## config.mk

```make
export PLATFORM = sky130hd
export DESIGN_NAME = pipe_register
export DESIGN_NICKNAME = d
export VERILOG_FILES = /design/src/rtl/pipe_register_pkg.sv /design/src/rtl/pipe_register_stage.sv /design/src/rtl/pipe_register.sv
export SDC_FILE = /design/constraint.sdc
export NUM_CORES = 1
export LEC_CHECK = 0
export CAP_MARGIN = 0
export CELL_PAD_IN_SITES_DETAIL_PLACEMENT = 1
export CELL_PAD_IN_SITES_GLOBAL_PLACEMENT = 1
export CORE_UTILIZATION = 45
export DETAILED_ROUTE_END_ITERATION = 6
export PLACE_DENSITY = 0.88
export SYNTH_ARGS = -nofsm -noshare
export SYNTH_HDL_FRONTEND = slang
export SYNTH_SLANG_ARGS = --single-unit
```

## constraint.sdc

```tcl
create_clock -name i_clk -period 5.3 [get_ports i_clk]
set_input_delay 1.06 -clock i_clk [delete_from_list [all_inputs] [get_ports i_clk]]
set_output_delay 1.06 -clock i_clk [all_outputs]
set_load 0.02 [all_outputs]
```

## src/rtl/pipe_register_pkg.sv

```systemverilog
// Shared types and helpers for the elastic pipeline register.
// Provides the skid-stage state encoding and the occupancy counter width.
package pipe_register_pkg;

    typedef enum logic [1:0] {
        ST_EMPTY = 2'd0,
        ST_BUSY  = 2'd1,
        ST_FULL  = 2'd2
    } stage_state_e;

    // Width needed to hold 0..2*depth words.
    function automatic int cnt_w(input int depth);
        return $clog2(2 * depth + 1);
    endfunction

endpackage

```

## src/rtl/pipe_register_stage.sv

```systemverilog
// One skid-buffered pipeline stage: main register plus skid register.
// Ports: i_clk/i_rst/i_flush, upstream i_valid/o_ready/i_data,
// downstream o_valid/i_ready/o_data. o_ready comes straight from state.
module pipe_register_stage
    import pipe_register_pkg::*;
#(
    parameter int                 DATA_W    = 8,
    parameter logic [DATA_W-1:0]  RESET_VAL = '0
) (
    input  logic              i_clk,
    input  logic              i_rst,
    input  logic              i_flush,
    input  logic              i_valid,
    output logic              o_ready,
    input  logic [DATA_W-1:0] i_data,
    output logic              o_valid,
    input  logic              i_ready,
    output logic [DATA_W-1:0] o_data
);

    stage_state_e      state_q, state_d;
    logic [DATA_W-1:0] main_q, main_d;
    logic [DATA_W-1:0] skid_q, skid_d;
    logic              in_fire;
    logic              out_fire;

    // Ready depends only on the state register, so no
    // combinational path runs from i_ready back to o_ready.
    assign o_ready  = (state_q != ST_FULL);
    assign o_valid  = (state_q != ST_EMPTY);
    assign o_data   = main_q;
    assign in_fire  = i_valid && o_ready;
    assign out_fire = o_valid && i_ready;

    always_comb begin
        state_d = state_q;
        main_d  = main_q;
        skid_d  = skid_q;
        unique case (state_q)
            ST_EMPTY: begin
                if (in_fire) begin
                    main_d  = i_data;
                    state_d = ST_BUSY;
                end
            end
            ST_BUSY: begin
                if (in_fire && !out_fire) begin
                    skid_d  = i_data;
                    state_d = ST_FULL;
                end else if (!in_fire && out_fire) begin
                    state_d = ST_EMPTY;
                end else if (in_fire && out_fire) begin
                    main_d  = i_data;
                end
            end
            ST_FULL: begin
                // Never accepts here; drain promotes the skid word.
                if (out_fire) begin
                    main_d  = skid_q;
                    state_d = ST_BUSY;
                end
            end
            default: begin
                state_d = ST_EMPTY;
            end
        endcase
    end

    always_ff @(posedge i_clk) begin
        if (i_rst) begin
            state_q <= ST_EMPTY;
            main_q  <= RESET_VAL;
            skid_q  <= RESET_VAL;
        end else if (i_flush) begin
            // Flush drops occupancy but leaves data untouched.
            state_q <= ST_EMPTY;
        end else begin
            state_q <= state_d;
            main_q  <= main_d;
            skid_q  <= skid_d;
        end
    end

endmodule

```

## src/rtl/pipe_register.sv

```systemverilog
// Elastic pipeline register: DEPTH chained skid stages, 2*DEPTH words.
// Ports: i_clk/i_rst/i_flush, upstream i_valid/o_ready/i_data,
// downstream o_valid/i_ready/o_data, occupancy o_count.
module pipe_register
    import pipe_register_pkg::*;
#(
    parameter int                 DATA_W    = 8,
    parameter int                 DEPTH     = 2,
    parameter logic [DATA_W-1:0]  RESET_VAL = '0
) (
    input  logic                      i_clk,
    input  logic                      i_rst,
    input  logic                      i_flush,
    input  logic                      i_valid,
    output logic                      o_ready,
    input  logic [DATA_W-1:0]         i_data,
    output logic                      o_valid,
    input  logic                      i_ready,
    output logic [DATA_W-1:0]         o_data,
    output logic [cnt_w(DEPTH)-1:0]   o_count
);

    localparam int CNT_W = cnt_w(DEPTH);

    logic              vld [DEPTH+1];
    logic              rdy [DEPTH+1];
    logic [DATA_W-1:0] dat [DEPTH+1];

    assign vld[0]     = i_valid;
    assign dat[0]     = i_data;
    assign rdy[DEPTH] = i_ready;
    assign o_ready    = rdy[0];
    assign o_valid    = vld[DEPTH];
    assign o_data     = dat[DEPTH];

    for (genvar g = 0; g < DEPTH; g++) begin : g_stage
        pipe_register_stage #(
            .DATA_W    (DATA_W),
            .RESET_VAL (RESET_VAL)
        ) u_stage (
            .i_clk   (i_clk),
            .i_rst   (i_rst),
            .i_flush (i_flush),
            .i_valid (vld[g]),
            .o_ready (rdy[g]),
            .i_data  (dat[g]),
            .o_valid (vld[g+1]),
            .i_ready (rdy[g+1]),
            .o_data  (dat[g+1])
        );
    end

    logic             acc;
    logic             drn;
    logic [CNT_W-1:0] count_q, count_d;

    assign acc     = i_valid && o_ready;
    assign drn     = o_valid && i_ready;
    assign o_count = count_q;

    always_comb begin
        count_d = count_q;
        if (acc && !drn) begin
            count_d = count_q + CNT_W'(1);
        end else if (!acc && drn) begin
            count_d = count_q - CNT_W'(1);
        end
    end

    always_ff @(posedge i_clk) begin
        if (i_rst || i_flush) begin
            count_q <= '0;
        end else begin
            count_q <= count_d;
        end
    end

endmodule

```

==> out/results.tsv <==
metric	value	unit
post_cts_buffers	0	
yosysSeqAreaShare	0.393	
cts_root_buf	clkbuf_8	
maxSlewViolCount	0	
holdCritStartpoint	o_count[2]	
area_growth	14.3	%
crit_path_end_kind	primary output	
status	finished clean	
drt-initial-drc-count	93	
cp_max_fo	16	
syn_area	1990	um2
drv_cap	0	
hold_buffers	0	
leakage	0.000801	uW
fin_nets	244	
h-tree-depth	2	
clk_latency	0.29	ns
wirelength	4.10	mm
critPathArrivalTime	2.03	ns
ioPinCount	26	
fin_skew	0.00672	ns
cts_tree	built	
die_area	4690	um2
timing.final.crit_share	0.583	
synth_cells	212	
fill_cells	485	
grt_max_degree	42	
rsz0062_at_grt	no	
synth-warning-count	0	
setup_tns	0	ns
holdPathEnd	o_count[2]	
dr.pass1.iters	4	
avgSynthCellArea	9.37	um2
synthArstFlopShare	0	
viasPerCell	5.43	
ff2ff_setup_slack	2.56	ns
rows	23	
core_area	4120	um2
hold_violations	0	
vdd_drop_max	0.000181	V
finalSetupViolCount	0	
synthFlopType	dfxtp_1	
post_cts_resized	0	
gr-total-overflow	0	
r2r-end	g_stage[0].u_stage.o_data[2]	
yosysUniqueCellTypes	35	
r2r_start	g_stage[0].u_stage.state_q[0]	
path_class	flop to primary output	
finalCriticalPeriod	3.09	ns
syn-num-nets	231	
track_usage	0.204	
antenna_found_initial	0	
place_congestion	0.814	
cts_num_sinks	39	
relSlewSlack	0.226	
hold_slack	0.500	ns
power_density	258	nW/um2
cp.required	4.24	ns
port_buffers	25	
drive_gt1_frac	0.0664	
fin_area	2270	um2
synth_edf_count	0	
cts_buffer_depth	2	
r2r_cells	6	
grt_pass1_vias	1458	
clkTransAtPathRegs	0.08	ns
diodes	0	
grt_pass1_wl	7.04	mm
routedWlPerCell	14.8	um
ant_nets	0	
drc	0	
tightest_slew	1.16	ns
place_area	2190	um2
initial_core_util	0.483	
worst_hold_path_type	flop to flop	
ys_ff_latch	39	
vias	1498	
holdPathStages	2	
start_kind	flop	
die_x	68.5	um
fmax	0.324	GHz
numCtsBuffers	5	
die_h	68.5	um
dp_hpwl	2.84	mm
[registers in the layout, indices dropped and copies added, names as in the netlist]
name and flops:
g_stage.u_stage.o_data 16, g_stage.u_stage.skid_q 16, g_stage.u_stage.state_q 4, o_count 3
[how the worst max path moves through the flow]
stage                                        from                            to
floorplan                                 i_valid                    o_count[2]
global placement                          i_valid                    o_count[2]
detailed placement                        i_valid  g_stage[0].u_stage.o_data[2]
CTS                 g_stage[0].u_stage.state_q[0]                       o_ready
global route        g_stage[0].u_stage.state_q[0]                       o_ready
finish              g_stage[0].u_stage.state_q[0]                       o_ready
[layout make-up]
cell class                 count  area (um2)  share of cell area
clock inverter                 2        12.5             0.00551
tap                           50        62.6              0.0275
inverter                       5        18.8             0.00826
clock buffer                   6        72.6              0.0320
multi-input combinational    148        1070               0.469
timing repair buffer          26         258               0.113
sequential                    39         781               0.344
[where the power goes]
group          switching, uW  leakage [uW]  internal (uW)  total [uW]
Combinational           40.0      0.000443           36.0        76.0
Clock                    108     0.0000412           92.1         200
Sequential              8.32      0.000316            302         311
Total                    156      0.000801            430         586
[cells by family (layout without fill, tap and decap cells)]
kind of cell | count (synthesis) | count (layout) | synth area share
DFF | 39 | 39 | 0.393
buffers and inverters | 25 | 39 | 0.0737
xor gates and xnor gates | 2 | 2 | 0.00882
muxes | 33 | 33 | 0.171
AOI/OAI and AO/OA | 39 | 39 | 0.142
adders and majority gates | 6 | 6 | 0.0416
and+or+nand+nor | 68 | 68 | 0.170
[layer usage]
| layer | vias to the layer above | part of all wire | track usage |
|---|---|---|---|
| li1 | 747 | - | - |
| met3 | 4 | 0.035 | 0.0350 |
| met4 | 0 | 0.015 | 0.0781 |
| met5 | - | 0 | 0 |
| met2 | 30 | 0.47 | 0.328 |
| met1 | 717 | 0.48 | 0.270 |
[through the flow]
step / cells / worst slack [ns] / util / total power, uW
5_1_grt: 276 / 2.10 / 0.552 / 611
3_3_place_gp: 268 / 2.20 / 0.531 / 390
2_1_floorplan: 212 / 2.87 / - / 367
4_1_cts: 276 / 2.20 / 0.552 / 590
6_report: 276 / 2.21 / 0.552 / 586
3_5_place_dp: 268 / 2.08 / 0.531 / 393
[cell usage after synthesis (all sizes together), types with 2 or more instances]
| library cell | count | area (um2) |
|---|---|---|
| inv | 5 | 18.8 |
| or3 | 2 | 12.5 |
| xor2 | 2 | 17.5 |
| mux2 | 8 | 90.1 |
| a211oi | 2 | 27.5 |
| a21oi | 21 | 105 |
| nand3b | 3 | 22.5 |
| ha | 5 | 62.6 |
| nand2b | 4 | 32.5 |
| a31oi | 2 | 12.5 |
| clkbuf | 5 | 18.8 |
| mux2i | 25 | 250 |
| o21ai | 2 | 10.0 |
| buf | 15 | 109 |
| nor2 | 23 | 86.3 |
| dfxtp | 39 | 781 |
| or2 | 3 | 18.8 |
| nor2b | 11 | 68.8 |
| nand2 | 18 | 67.6 |
| a311oi | 9 | 78.8 |
[cell usage in the layout (no fill, tap or decap), types with 8 or more instances in the layout]
cell and instances:
a21oi_1 21, a311oi_1 9, clkdlybuf4s50_1 25, dfxtp_1 39
mux2_1 8, mux2i_1 25, nand2_1 18, nor2_1 23
nor2b_1 11
[worst max-delay path: stages, from the launching register on]
cell and delay [ns]:
dfxtp_1 0.36, inv_1 0.10, ha_1 0.63, inv_1 0.09, clkdlybuf4s50_1 0.56
No activity file was read; power rests on OpenSTA's default activity.
